`src/rtl/uart_fifo_tx_if.sv`:
```
// Read-side handshake between the shared UART FIFO and its transmit consumer.
// master = consumer (pops), slave = FIFO (FWFT head byte plus empty flag).
interface uart_fifo_tx_if;
   localparam int unsigned DATA_W = 8;

   logic              fifo_empty;
   logic [DATA_W-1:0] fifo_r_data;
   logic              fifo_pop;

   modport master (
      output fifo_pop,
      input  fifo_empty,
      input  fifo_r_data
   );

   modport slave (
      input  fifo_pop,
      output fifo_empty,
      output fifo_r_data
   );
endinterface

```
`src/rtl/uart_fifo_tx.sv`:
```
// 8N1 UART transmitter that drains a first-word-fall-through FIFO one byte per frame.
// tx, tx_busy and tx_done are registered from the next-state values so they line up with the state.
module uart_fifo_tx #(
   parameter int unsigned CLK_FREQ  = 100_000_000,
   parameter int unsigned BAUD_RATE = 9600
) (
   input  logic           clk,
   input  logic           rst,
   input  logic           tx_en,
   uart_fifo_tx_if.master fifo,
   output logic           tx,
   output logic           tx_busy,
   output logic           tx_done
);

   localparam int unsigned CLKS_PER_BIT = CLK_FREQ / BAUD_RATE;
   localparam int unsigned CNT_W        = $clog2(CLKS_PER_BIT);
   localparam int unsigned DATA_W       = 8;
   localparam int unsigned IDX_W        = 3;
   localparam logic [CNT_W-1:0] CNT_LAST = CNT_W'(CLKS_PER_BIT - 1);

   typedef enum logic [1:0] {IDLE, START, DATA, STOP} state_t;

   state_t             state, state_d;
   logic [DATA_W-1:0]  sr, sr_d;
   logic [CNT_W-1:0]   cnt, cnt_d;
   logic [IDX_W-1:0]   idx, idx_d;
   logic               tx_d, busy_d, done_d;
   logic               pop_c;
   logic               bit_end_c;

   assign bit_end_c     = (cnt == CNT_LAST);
   assign fifo.fifo_pop = pop_c;

   // Next-state, datapath and look-ahead output decode
   always_comb begin
      state_d = state;
      sr_d    = sr;
      cnt_d   = cnt;
      idx_d   = idx;
      pop_c   = 1'b0;
      tx_d    = 1'b1;
      busy_d  = 1'b0;
      done_d  = 1'b0;

      case (state)
         IDLE: begin
            // Gated by rst so the FIFO never loses a byte while the block is held in reset
            if (!rst && tx_en && !fifo.fifo_empty) begin
               pop_c   = 1'b1;
               sr_d    = fifo.fifo_r_data;
               cnt_d   = '0;
               state_d = START;
            end
         end
         START: begin
            if (bit_end_c) begin
               cnt_d   = '0;
               idx_d   = '0;
               state_d = DATA;
            end else begin
               cnt_d = cnt + CNT_W'(1);
            end
         end
         DATA: begin
            if (bit_end_c) begin
               cnt_d = '0;
               idx_d = idx + IDX_W'(1);
               if (idx == IDX_W'(DATA_W - 1)) begin
                  state_d = STOP;
               end
            end else begin
               cnt_d = cnt + CNT_W'(1);
            end
         end
         STOP: begin
            if (bit_end_c) begin
               cnt_d   = '0;
               state_d = IDLE;
            end else begin
               cnt_d = cnt + CNT_W'(1);
            end
         end
         default: state_d = IDLE;
      endcase

      case (state_d)
         START:   tx_d = 1'b0;
         DATA:    tx_d = sr_d[idx_d];
         default: tx_d = 1'b1;
      endcase
      busy_d = (state_d != IDLE);
      done_d = (state_d == STOP) && (cnt_d == CNT_LAST);
   end

   always_ff @(posedge clk or posedge rst) begin
      if (rst) begin
         state   <= IDLE;
         sr      <= '0;
         cnt     <= '0;
         idx     <= '0;
         tx      <= 1'b1;
         tx_busy <= 1'b0;
         tx_done <= 1'b0;
      end else begin
         state   <= state_d;
         sr      <= sr_d;
         cnt     <= cnt_d;
         idx     <= idx_d;
         tx      <= tx_d;
         tx_busy <= busy_d;
         tx_done <= done_d;
      end
   end

endmodule

```
`src/flat_wrapper.sv`:
```
// flat-port wrapper written by rule: the top's interface ports become plain ports
module uart_fifo_tx_flat 
#(
   parameter int unsigned CLK_FREQ  = 100_000_000,
   parameter int unsigned BAUD_RATE = 9600
)
  (clk, rst, tx_en, tx, tx_busy, tx_done, fifo_fifo_pop, fifo_fifo_empty, fifo_fifo_r_data);
  uart_fifo_tx_if fifo_i ();
  input  logic clk;
  input  logic rst;
  input  logic tx_en;
  output logic tx;
  output logic tx_busy;
  output logic tx_done;
  output wire logic [$bits(fifo_i.fifo_pop)-1:0] fifo_fifo_pop;
  input wire logic [$bits(fifo_i.fifo_empty)-1:0] fifo_fifo_empty;
  input wire logic [$bits(fifo_i.fifo_r_data)-1:0] fifo_fifo_r_data;
  assign fifo_fifo_pop = fifo_i.fifo_pop;
  assign fifo_i.fifo_empty = fifo_fifo_empty;
  assign fifo_i.fifo_r_data = fifo_fifo_r_data;
  uart_fifo_tx #(.CLK_FREQ(CLK_FREQ), .BAUD_RATE(BAUD_RATE)) u_core (.clk(clk), .rst(rst), .tx_en(tx_en), .fifo(fifo_i), .tx(tx), .tx_busy(tx_busy), .tx_done(tx_done));
endmodule
```
`config.mk`:
```
export PLATFORM = sky130hd
export DESIGN_NAME = uart_fifo_tx_flat
export DESIGN_NICKNAME = d
export VERILOG_FILES = /design/src/rtl/uart_fifo_tx_if.sv /design/src/rtl/uart_fifo_tx.sv /design/src/flat_wrapper.sv
export SDC_FILE = /design/constraint.sdc
export NUM_CORES = 1
export LEC_CHECK = 0
export BUFFER_PORTS_ARGS = -buffer_cell sky130_fd_sc_hd__buf_2
export CAP_MARGIN = 20
export CORE_MARGIN = 2
export CORE_UTILIZATION = 43
export DETAILED_ROUTE_END_ITERATION = 7
export PLACE_DENSITY_LB_ADDON = 0.1
export SYNTH_ARGS = -nofsm -noshare
export SYNTH_HDL_FRONTEND = slang
export SYNTH_SLANG_ARGS = --single-unit
```
`constraint.sdc`:
```
create_clock -name clk -period 9 [get_ports clk]
set_clock_uncertainty 0.1 [all_clocks]
set_input_delay 0.9 -clock clk [delete_from_list [all_inputs] [get_ports clk]]
set_output_delay 0.9 -clock clk [all_outputs]
set_load 0.05 [all_outputs]
```
; ---- Yosys cells after proc, flatten, opt, wreduce, memory -nomap -nowiden
; Cells that the tools add are included.
[totals]
register_bits = 30
elab_cells = 46
in_bits = 12
out_inout_bits = 4
[op_classes]
n_eq_ne = 9
n_lt_le_gt_ge = 1
muxes = 19
n_reduce_logical = 8
addsub = 2
[op_table]
columns = op, count
row1 = 14-bit equality test (second input constant), 2
row2 = 14-bit 2-to-1 mux, 2
row3 = 14-bit one-hot mux with 2 select lines, 1
row4 = 8-bit 2-to-1 mux, 2
row5 = 14-bit by 1-bit adder with 14-bit output (second input constant), 1
row6 = 2-bit 2-to-1 mux, 5
row7 = 2-bit equality test (second input constant), 4
row8 = 2-bit one-hot mux with 4 select lines, 1
row9 = 3-bit 2-to-1 mux, 2
row10 = 3-bit one-hot mux with 2 select lines, 1
row11 = 2-bit by 1-bit equality test with 1-bit output (second input constant), 2
row12 = 3-bit by 4-bit less-than comparator with 1-bit output (second input constant), 1
row13 = 3-bit by 1-bit adder with 3-bit output (second input constant), 1
row14 = 1-bit binary-select mux with 3-bit select, 1
row15 = 3-bit equality test (second input constant), 1
row16 = 1-bit logical AND, 3
row17 = 1-bit 2-to-1 mux, 3
row18 = 3-bit OR reduction, 1
row19 = 1-bit zero test, 2
row20 = 2-bit zero test, 1
row21 = 1-bit one-hot mux with 2 select lines, 1
row22 = 2-bit nonzero test, 1

; ---- Depth between registers and ports, before layout
; Gate-level depths: netlist (run 1).
[depth]
ltp_word = 8
depth_mapped = 12
mapped_depth_nobuf = 11

; ---- Worst setup path after synthesis (run 1)
; No wires, ideal clock.
[synth_path]
kind = input to register
startpoint = input port rst
endpoint = register u_core.tx
path_slack_ps = 5748
setup_ps = 79
t_arrival_ps = 3073
cell_stages = 7
required_ps = 8821
n_path_buf = 1
path_cell_list = nor3b_1 and2_1 buf_2 mux2_2 mux4_1 or4b_1 o211a_1
[synth_via]
elab_chain_cells = 8
elab_cells_between_ends = 12
classes_between = 2 x eq/ne / 7 x mux / 3 x reduce/logical
[synth_rtl]
columns = item, line
row1 = from (decl), flat_wrapper.sv:10  ; input logic rst;
row2 = 1-bit zero test, uart_fifo_tx.sv:49  ; if (!rst && tx_en && !fifo.fifo_empty) begin
row3 = 1-bit logical AND (2 in series), uart_fifo_tx.sv:49
row4 = 8-bit 2-to-1 mux, uart_fifo_tx.sv:49
row5 = 8-bit 2-to-1 mux, uart_fifo_tx.sv:46  ; case (state)
row6 = net u_core.sr_d[7], uart_fifo_tx.sv:25  ; logic [DATA_W-1:0] sr, sr_d;
row7 = 1-bit binary-select mux with 3-bit select, uart_fifo_tx.sv:89  ; DATA: tx_d = sr_d[idx_d];
row8 = 1-bit 2-to-1 mux (not written as such), uart_fifo_tx.sv:89
row9 = 1-bit one-hot mux with 2 select lines, uart_fifo_tx.sv:87  ; case (state_d)
row10 = net u_core.tx_d, uart_fifo_tx.sv:28  ; logic tx_d, busy_d, done_d;
row11 = to (signal assigned), uart_fifo_tx.sv:110  ; tx <= tx_d;
row12 = to (decl), uart_fifo_tx.sv:11  ; output logic tx,
; The timed path passes the listed nets, and every way through them passes these cells. The select of a mux whose other input is x is not followed.

; ---- Worst setup path after layout (run 1)
[layout_path]
startpoint = register u_core.cnt[0]
endpoint = register u_core.tx
[layout_via]
elab_chain_cells = 6
elab_cells_between_ends = 13
classes_between = 3 x eq/ne / 10 x mux
[layout_rtl]
columns = item, line
row1 = from (decl), uart_fifo_tx.sv:26  ; logic [CNT_W-1:0] cnt, cnt_d;
row2 = from (signal assigned), uart_fifo_tx.sv:108  ; cnt <= cnt_d;
row3 = 14-bit equality test (*), uart_fifo_tx.sv:32  ; assign bit_end_c = (cnt == CNT_LAST);
row4 = "3-bit 2-to-1 mux, on equally long branches", "uart_fifo_tx.sv:66, uart_fifo_tx.sv:57"
row5 = 3-bit one-hot mux with 2 select lines (*), uart_fifo_tx.sv:46
row6 = net u_core.idx_d[0], uart_fifo_tx.sv:27  ; logic [IDX_W-1:0] idx, idx_d;
row7 = 1-bit binary-select mux with 3-bit select (*), uart_fifo_tx.sv:89
row8 = 1-bit 2-to-1 mux (not written as such) (*), uart_fifo_tx.sv:89
row9 = 1-bit one-hot mux with 2 select lines (*), uart_fifo_tx.sv:87
row10 = net u_core.tx_d, uart_fifo_tx.sv:28
; Mark *: on every way through the listed nets, which the timed path passes. The rest lies on a longest branch. The select of a mux whose other input is x is not followed.

==> reports/metrics.cfg, run 1 <==
[place]
port_buffers = 15
place_congestion = 0.837
placed_area_um2 = 1910
dp_hpwl_um = 3110
dpl_worst_slack_ns = 5.47

[floorplan]
dieWidth_um = 69.5
rows = 23
start_util_pct = 45.4
boundaryPins = 16
core_um2 = 4060
die_area_um2 = 4830
die_y_um = 69.5

[routing]
routed-via-count = 1523
vias_per_cell = 6.12
ant_nets = 0
routed_wl_um = 4160
firstDrtPassIters = 4
wire_per_inst_um = 16.7
drtIter0Drc = 84
drcViolationCount = 0

[grt]
grt_max_degree = 20
antenna_found_initial = 0
grt_util_all_layers_pct = 18.6
grt_pass1_wl_um = 7180
grt.overflow.total = 0
grt_pass1_vias = 1503

[pwr]
cellPowerDensity_nw_per_um2 = 126
p_comb_share_pct = 2.4
power.internal_mw = 0.198
p_leak_nw = 0.888
clockPowerShare_pct = 44.5
swShare_pct = 21.8
switchingPower_mw = 0.0552
ir_drop_uv = 61.7
power_frac_seq_pct = 53.2
total_power_mw = 0.254

[worst_setup_path]
rrSetupSlack_ns = 5.38
timing.rr.start = u_core.cnt[0]
cp-start-kind = flop
worst-setup-path-type = reg -> reg
crit_top_cell = ha_1
critPathRequiredTime_ns = 9.11
cp_max_fo = 9
critical_path_arrival_ns = 3.73
slowest_delay_ns = 0.59
slowest_stage = mux4_1
cp-end-kind = flop
reg2reg_to = u_core.tx
ff2ff_path_depth = 11
path_cells = ha_1 > and4b_1 > and4_1 > inv_2 > ha_1 > inv_1 > a22oi_1 > a21oi_1 > mux4_1 > or4b_1 > o211a_1

[layout]
nets = 219
area_growth_pct = 8.96
regArea_um2 = 752
multi_input_area_um2 = 982
layout-drive-gt1-share_pct = 19.1
final_area_um2 = 2010
antennaDiodeCount = 0
num-fill-cells = 369

[clock_network]
cts_hold_buf = 0
cts_htree_levels = 2
clock_latency_ns = 0.28
cts_buffer_depth = 2
clk_pin_slew_ns = 0.07
postCtsSetupBuffers = 0
cts_tree = built
ctsResizeCount = 0
cts_root_buf = clkbuf_8
clock_sinks = 30
cts_buffers = 5

[synthesis]
yosysTopAreaCellShare_pct = 39.4
synth_async_sr_flop_share_pct = 100
yosysSeqAreaShare_pct = 40.8
synth-edff-count = 0
avgSynthCellArea_um2 = 9.91
synth_area_leaders = dfrtp_1, ha_1, o21ai_0
synth_area_leader_cell = dfrtp_1
synth_area_um2 = 1840
synthCells = 186
ys.flop_type = dfrtp_1
syn_nets = 207
synth_seq_cells = 30
yosys.cell_types.count = 54
ys_warn_count = 0

[timing]
hold_viol = 0
rsz0062_at_grt = no
whs_ns = 0.404
worst_slew_pin_slew_ns = 0.564
setup_slack_ns = 5.38
tns_ns = 0
period_minus_slack_ns = 3.62
setup_viol = 0
drv_slew = 0
post-route-period-util_pct = 40.2
fmax_ghz = 0.277
timing.slew.headroom_pct = 62.4

[run]
cap_violations = 0

[min_path]
hold_path_end = u_core.sr[5]
holdPathStages = 1
hold_path.class = reg -> reg
hold_path.startpoint = u_core.sr[5]

[run_status]
status = finished, final reports clean

[routing by layer]
metal | GRT usage, % | vias to the layer above | share of wire [%]
met2 | 32.7 | 38 | 52
met4 | 6.10 | 0 | 1.5
met1 | 22.3 | 759 | 43
met3 | 4.51 | 8 | 3.6
met5 | 0 | - | 0
li1 | - | 718 | -
[critical path: cells and delay by family, from the launching register on]
kind / cells / cell delay (ns)
AO/OA/AOI/OAI: 3 / 0.53
buffers and inverters: 2 / 0.12
adder cells (fa/ha/maj): 2 / 0.58
flip-flops: 1 / 0.47
AND/OR/NAND/NOR: 3 / 1.15
multiplexers: 1 / 0.59
[layout by cell type (no fill, tap or decap), drive strengths merged, types with 2 or more instances in the layout]
cell    synthesis  layout
a21oi           3       3
a22o            3       3
a31oi           4       4
and2            2       2
and3            4       4
and4            3       3
buf             7      16
clkbuf          4       6
dfrtp          29      29
ha              9       9
inv             9       9
mux2            8       8
mux2i           3       3
nand2          15      15
nand2b          3       3
nand3           4       4
nand4           9       9
nor2            8       8
nor3            5       5
nor4            2       2
o211ai          4       4
o21ai          20      20
or3b            2       2
or4b            2       2
[through the flow]
step	instances	utilization, %
global placement	241	47.1
CTS	249	49.5
finish	249	49.5
global route	249	49.5
detailed placement	241	47.1
floorplan	186	-
[worst max-delay path by stage]
stage,start,end,slack [ns],depth (start not counted)
2_1_floorplan,rst,u_core.tx,5.75,7
3_3_place_gp,rst,u_core.tx,5.59,7
6_report,u_core.cnt[0],u_core.tx,5.38,11
5_1_grt,u_core.cnt[0],u_core.tx,5.15,11
4_1_cts,u_core.cnt[0],u_core.tx,5.43,11
3_5_place_dp,u_core.cnt[0],u_core.tx,5.47,11
[synth_stat cells, types with 2 or more instances]
master and n:
dfrtp_1 29, o21ai_0 19, nand2_1 15, ha_1 9, nand4_1 9, inv_1 8, mux2_2 8, nor2_1 7
nor3_1 5, a31oi_1 4, and3_1 4, buf_6 4, clkbuf_1 4, nand3_1 4, o211ai_1 4, a21oi_1 3
a22o_1 3, and4_1 3, buf_2 3, mux2i_1 3, nand2b_1 3, and2_1 2, or4b_1 2
[power groups by stage]
| stage | combinational [mW] | clock (mW) | sequential, mW |
|---|---|---|---|
| finish | 0.00597 | 0.113 | 0.135 |
| global route | 0.00699 | 0.124 | 0.135 |
| CTS | 0.00623 | 0.116 | 0.135 |
| detailed placement | 0.00627 | 0 | 0.137 |
| global placement | 0.00591 | 0 | 0.137 |
| floorplan | 0.00244 | 0 | 0.137 |
[cells by family (layout without fill, tap and decap cells)]
family                     Yosys count  after routing  share of synthesized area, %
muxes                               12             12                          7.94
buffers and inverters               20             33                          5.91
DFF                                 30             30                          40.8
adders and majority gates            9              9                          6.11
and+or+nand+nor                     70             70                          23.2
xor gates and xnor gates             2              2                         0.951
AOI/OAI and AO/OA                   43             43                          15.1
[registers in the layout, summed over array words and instances (netlist names)]
| name | flops |
|---|---|
| u_core.cnt | 14 |
| u_core.sr | 8 |
| u_core.idx | 3 |
| u_core.state | 2 |
| u_core.tx | 1 |
| u_core.tx_busy | 1 |
| u_core.tx_done | 1 |
[layout make-up]
class,instances,share of cell area [%]
Clock buffer,6,4.11
Clock inverter,2,0.623
Inverter,9,1.68
Multi-Input combinational cell,136,48.9
Sequential cell,30,37.4
Tap cell,50,3.12
Timing Repair Buffer,16,4.11
No activity file was read; power rests on OpenSTA's default activity.
==> run 2: changes to the inputs <==
==> constraint.sdc (replaced) <==
create_clock -name clk -period 3.1 [get_ports clk]
set_clock_uncertainty 0.1 [all_clocks]
set_input_delay 0.31 -clock clk [delete_from_list [all_inputs] [get_ports clk]]
set_output_delay 0.31 -clock clk [all_outputs]
set_load 0.05 [all_outputs]
==> run 2 against run 1 <==
Cell count is 6.8% higher. Register-to-register slack worse by 5.3 ns. Largest cell class unchanged. Power grew to 3.1 times the previous value. Clock power grew to 3.3 times the previous value. Sequential cell count stayed put. Critical path type unchanged.
==> reports/metrics.cfg, run 2 (same netlist as run 1, synthesis figures left out) <==
[run_status]
status = finished, final reports clean

[layout]
regMostFlops = u_core.cnt
antennaDiodeCount = 0
layout-drive-gt1-share_pct = 25.9
num-fill-cells = 366
regArea_um2 = 752
multi_input_area_um2 = 987
fin_cells = 266
area_growth_pct = 17.1
nets = 236
final_util_pct = 53.2
reg_top3 = u_core.cnt: 14 flops, u_core.sr: 8 flops, u_core.idx: 3 flops
final_cell_mix = dfrtp_1, o21ai_0, buf_4
largest_register_ffs = 14
final_common_cell = dfrtp_1

[worst_setup_path]
rrSetupSlack_ns = 0.1
crit_top_cell = ha_1
cp-start-kind = flop
timing.rr.start = u_core.cnt[0]
cp_num_buf_inv = 2
path_cells = ha_1 > and4b_1 > and4_1 > inv_2 > ha_1 > inv_1 > a22oi_1 > a21oi_2 > mux4_1 > or4b_1 > o211a_1
critPathTopFamily = simple AND/OR/NAND/NOR gates
worst-setup-path-type = reg -> reg
cp-end-kind = flop
slowest_stage = mux4_1
reg2reg_to = u_core.tx
ff2ff_path_depth = 11
cp_max_fo = 3
slowest_delay_ns = 0.56
critPathRequiredTime_ns = 3.20
endpoint = u_core.tx
cp-startpoint = u_core.cnt[0]
critical_path_arrival_ns = 3.11
cp.depth = 11

[pwr]
clockPowerShare_pct = 47.5
cellPowerDensity_nw_per_um2 = 361
power.internal_mw = 0.623
power_frac_seq_pct = 50.2
p_comb_share_pct = 2.3
ir_drop_uv = 264
p_leak_nw = 0.981
switchingPower_mw = 0.157
swShare_pct = 20.1

[grt]
grt_pass1_vias = 1575
grt_pass1_wl_um = 7310
grt.overflow.total = 0
grt_util_all_layers_pct = 18.8
antenna_found_initial = 0
grt_max_degree = 18

[clock_network]
clock_latency_ns = 0.28
cts_root_buf = clkbuf_8
cts_buffer_depth = 2
cts_htree_levels = 2
clock_sinks = 30
cts_buffers = 5
clk_pin_slew_ns = 0.07
cts_tree = built

[place]
place_congestion = 0.832
place_inst = 256
dp_hpwl_um = 3330
port_buffers = 15

[floorplan]
boundaryPins = 16
die_area_um2 = 4830
start_util_pct = 45.4
die_y_um = 69.5
core_um2 = 4060
rows = 23
dieWidth_um = 69.5

[routing]
routed_wl_um = 4430
drtIter0Drc = 163
ant_nets = 0
vias_per_cell = 6.04
routed-via-count = 1607
drcViolationCount = 0
firstDrtPassIters = 4
wire_per_inst_um = 16.7

[timing]
period_minus_slack_ns = 3.00
worst_slew_pin_slew_ns = 0.523
hold_viol = 0
timing.slew.headroom_pct = 65.1
fmax_ghz = 0.333
post-route-period-util_pct = 96.8
setup_viol = 0
drv_slew = 0

[min_path]
hold_path.class = in -> reg

[run]
cap_violations = 0

==> run 2: changes by cell type in the layout (fill, tap and decap cells not counted), sizes merged <==
cell / change
dlygate4sd3: +1
clkinvlp: -1
buf: +16
clkinv: -1
clkbuf: +2
==> run 2: timing repair <==
item,4_1_cts,5_1_grt
endpoints found under the setup margin,0,1
hold buffers,1,0
endpoints found under the hold margin,12,0
resized for setup,0,1
setup buffers,0,1
==> run 2: cell type report <==
| type | instances | area share [%] |
|---|---|---|
| multi-input combinational | 136 | 45.7 |
| tap | 50 | 2.90 |
| timing repair buffer | 33 | 9.86 |
| clock buffer | 8 | 5.10 |
| inverter | 9 | 1.57 |
| sequential | 30 | 34.8 |
==> run 2: power groups by stage <==
stage | clock (mW) | combinational (mW) | sequential, mW
5_1_grt | 0.400 | 0.0204 | 0.391
3_5_place_dp | 0 | 0.0178 | 0.399
6_report | 0.370 | 0.0182 | 0.392
3_3_place_gp | 0 | 0.0172 | 0.399
4_1_cts | 0.376 | 0.0188 | 0.392
2_1_floorplan | 0 | 0.00708 | 0.399
==> run 2: metrics by stage <==
stage	setup WS, ns	area, um2	power [mW]	TNS, ns	hold slack (ns)
after floorplan	0.0182	1850	0.406	0	0.300
after global placement	0.184	2030	0.416	0	0.273
after detailed placement	0.103	2030	0.417	0	0.285
after CTS	0.0643	2150	0.786	0	0.180
after global routing	-0.00620	2160	0.811	-0.00620	0.182
final	0.0984	2160	0.780	0	0.182
==> run 2: how the worst min path moves through the flow <==
stage / slack, ns / from / cells past startpoint / to
detailed placement: 0.29 / rst / 2 / u_core.tx_busy
global route: 0.18 / fifo_fifo_r_data[7] / 2 / u_core.sr[7]
CTS: 0.18 / fifo_fifo_r_data[7] / 2 / u_core.sr[7]
global placement: 0.27 / rst / 2 / u_core.state[0]
finish: 0.18 / fifo_fifo_r_data[7] / 2 / u_core.sr[7]
floorplan: 0.30 / rst / 1 / u_core.cnt[0]
==> run 2: worst reg2reg max path: cells and delay by family (launching register included) <==
kind	cells	cell delay [ns]
and+or+nand+nor	3	0.90
buffers and inverters	2	0.11
AOI/OAI and AO/OA	3	0.43
adders and majority gates	2	0.43
DFF	1	0.39
muxes	1	0.56
==> run 2: layer usage <==
metal | GRT usage, % | wire, um | share of wire (%)
met4 | 5.66 | 62 | 1.4
met1 | 24.1 | 1970 | 44
met2 | 31.4 | 2200 | 50
met5 | 0 | 0 | 0
met3 | 4.51 | 199 | 4.5
==> run 3: changes to the inputs <==
--- a/config.mk
+++ b/config.mk
@@ -5,6 +5,7 @@
 export SDC_FILE = /design/constraint.sdc
 export NUM_CORES = 1
 export LEC_CHECK = 0
+export ABC_AREA = 1
 export BUFFER_PORTS_ARGS = -buffer_cell sky130_fd_sc_hd__buf_2
 export CAP_MARGIN = 20
 export CORE_MARGIN = 2
==> run 3 against run 2 <==
Power grew 140%. Clock-buffer cell count down 1. Via count rose by 15%. Routed wire length increased by 2.6%. Sequential share of layout area decreased by 1.7 points. Synthesized cell count grew 67%. Largest power group is now combinational logic. Largest cell class unchanged. Utilization decreased by 4.5 points. First-iteration DRC count shrank 21%. Critical path type unchanged. Highest routed layer unchanged. Cell count increased by 45%.
==> reports/metrics.cfg, run 3 <==
[timing]
tns_ns = 0
worst_slew_pin_slew_ns = 0.399
setup_slack_ns = 0.553
period_minus_slack_ns = 2.55
post-route-period-util_pct = 82.2
hold_viol = 0
timing.slew.headroom_pct = 73.1
setup_viol = 0
rsz0062_at_grt = no
fmax_ghz = 0.393
drv_slew = 0

[grt]
grt_pass1_vias = 1750
use_met2_pct = 32.6
grt.busiest_layer = met2
grt_pass1_wl_um = 7950
grt.overflow.total = 0
grt_use_met1_pct = 24.1
grt_max_degree = 31
grt_use_met3_pct = 4.01
grt_util_all_layers_pct = 19.4
antenna_found_initial = 0

[pwr]
ir_drop_uv = 366
swShare_pct = 45.9
power_frac_seq_pct = 36.3
clockPowerShare_pct = 17.5
power.internal_mw = 1.02
p_comb_share_pct = 46.2
cellPowerDensity_nw_per_um2 = 829
switchingPower_mw = 0.864
p_leak_nw = 1.25

[layout]
final_cell_mix = nand2_1, inv_1, nand3_1
layout-drive-gt1-share_pct = 14.5
final_area_um2 = 2270
nets = 351
area_growth_pct = 10.5
regMostFlops = u_core.cnt
antennaDiodeCount = 0
reg_top3 = u_core.cnt: 14 flops, u_core.sr: 8 flops, u_core.idx: 3 flops
largest_register_ffs = 14
final_common_cell = nand2_1
fin_cells = 385

[worst_setup_path]
slowest_delay_ns = 0.42
critPathRequiredTime_ns = 3.21
cp.depth = 16
crit_top_cell = nand2_1
cp_max_fo = 8
slowest_stage = dfrtp_1
worst-setup-path-type = reg -> reg
ff2ff_path_depth = 16
rrSetupSlack_ns = 0.55
timing.rr.start = u_core.cnt[0]
cp-startpoint = u_core.cnt[0]
critPathTopFamily = simple AND/OR/NAND/NOR gates
path_cells = ha_1 > nand3_1 > nor2_1 > nand2_2 > ha_1 > inv_1 > nand2_1 > nand3_1 > o21ai_0 > inv_1 > o21ai_0 > nand2_1 > nand3_1 > nand2_1 > nand2_1 > nand2_1
cp-start-kind = flop
critical_path_arrival_ns = 2.66
cp-end-kind = flop
endpoint = u_core.tx
cp_num_buf_inv = 2
reg2reg_to = u_core.tx

[floorplan]
core_um2 = 4660
die_area_um2 = 5340
die_y_um = 73.1
rows = 25
start_util_pct = 44.1
boundaryPins = 16
dieWidth_um = 73.1

[place]
place_inst = 377
placed_area_um2 = 2180
port_buffers = 15
dpl_worst_slack_ns = 0.540
place_congestion = 0.870
dp_hpwl_um = 3530

[synthesis]
ys_warn_count = 0
synth_area_leader_cell = dfrtp_1
yosysTopAreaCellShare_pct = 35.3
synth_area_um2 = 2050
avgSynthCellArea_um2 = 6.62
synthCells = 310
yosys.cell_types.count = 25
ys.flop_type = dfrtp_1
syn_nets = 331
synth_most_common_cell = nand2_1
netlist_top_cells_count = nand2_1, inv_1, nand3_1
yosysSeqAreaShare_pct = 36.6
synth_seq_cells = 30
synth-edff-count = 0
synth_area_leaders = dfrtp_1, nand2_1, inv_1
synth_async_sr_flop_share_pct = 100

[clock_network]
postCtsSetupBuffers = 0
clock_sinks = 30
cts_buffers = 5
ctsResizeCount = 0
cts_buffer_depth = 2
clock_latency_ns = 0.28
cts_hold_buf = 0
clk_pin_slew_ns = 0.07
cts_root_buf = clkbuf_8
cts_htree_levels = 2
cts_tree = built

[routing]
drtIter0Drc = 129
routed-via-count = 1845
routed_wl_um = 4540
vias_per_cell = 4.79
ant_nets = 0
drcViolationCount = 0
firstDrtPassIters = 6
wire_per_inst_um = 11.8

[min_path]
hold_path.class = in -> async

[run_status]
status = finished, final reports clean

[run]
cap_violations = 0

==> run 3: cell types whose count changed after synthesis, moves of 10 or more <==
cell	previous run	this run
inv_1	8	52
nand2_1	15	106
nand3_1	4	33
nor2_1	7	31
o21ai_0	19	9
==> run 3: logic make-up after synthesis <==
| family | Yosys count | synth area share, % |
|---|---|---|
| buffers and inverters | 59 | 12.2 |
| DFF | 30 | 36.6 |
| and+or+nand+nor | 197 | 41.8 |
| AOI/OAI and AO/OA | 15 | 3.90 |
| adders and majority gates | 9 | 5.48 |
==> run 3: layer usage <==
| metal | vias to the layer above | part of all wire [%] |
|---|---|---|
| met5 | - | 0 |
| li1 | 981 | - |
| met3 | 7 | 2.6 |
| met2 | 26 | 50 |
| met1 | 831 | 46 |
| met4 | 0 | 1.5 |
==> run 3: cell type report <==
cell class | instances | area [um2]
clock buffers | 7 | 86.3
clock inverters | 1 | 5.00
fillers | 484 | 2390
inverters | 56 | 224
multi-input cells | 221 | 1050
flip-flops and latches | 30 | 752
well taps | 54 | 67.6
repair buffers | 16 | 82.6
==> run 3: power by group through the flow <==
| stage | clock, mW | sequential, mW | combinational [mW] |
|---|---|---|---|
| floorplan | 0 | 0.683 | 0.692 |
| detailed placement | 0 | 0.689 | 0.875 |
| finish | 0.329 | 0.683 | 0.869 |
| CTS | 0.340 | 0.681 | 0.880 |
| global route | 0.354 | 0.703 | 1.01 |
| global placement | 0 | 0.686 | 0.875 |
==> run 3: metrics by stage <==
step	utilization, %	power, mW	hold slack (ns)
after floorplan	-	1.37	0.316
after global placement	46.7	1.56	0.362
after detailed placement	46.7	1.56	0.367
after CTS	48.7	1.90	0.0604
after global routing	48.7	2.07	0.119
final	48.7	1.88	0.0478
==> run 3: worst register-to-register path, cell delays in order (launching register included) <==
cell,delay [ns]
dfrtp_1,0.42
ha_1,0.28
nand3_1,0.14
nor2_1,0.15
nand2_2,0.14
ha_1,0.30
inv_1,0.03
nand2_1,0.04
nand3_1,0.05
o21ai_0,0.17
inv_1,0.17
o21ai_0,0.19
nand2_1,0.06
nand3_1,0.08
nand2_1,0.06
nand2_1,0.05
nand2_1,0.05
==> run 3: worst min-delay path by stage <==
stage,startpoint,endpoint,slack (ns),cells past startpoint
floorplan,rst,u_core.cnt[0],0.32,1
global placement,u_core.sr[6],u_core.sr[6],0.36,2
detailed placement,rst,u_core.sr[1],0.37,3
CTS,rst,u_core.cnt[6],0.06,3
global route,rst,u_core.cnt[6],0.12,3
finish,rst,u_core.cnt[6],0.05,3
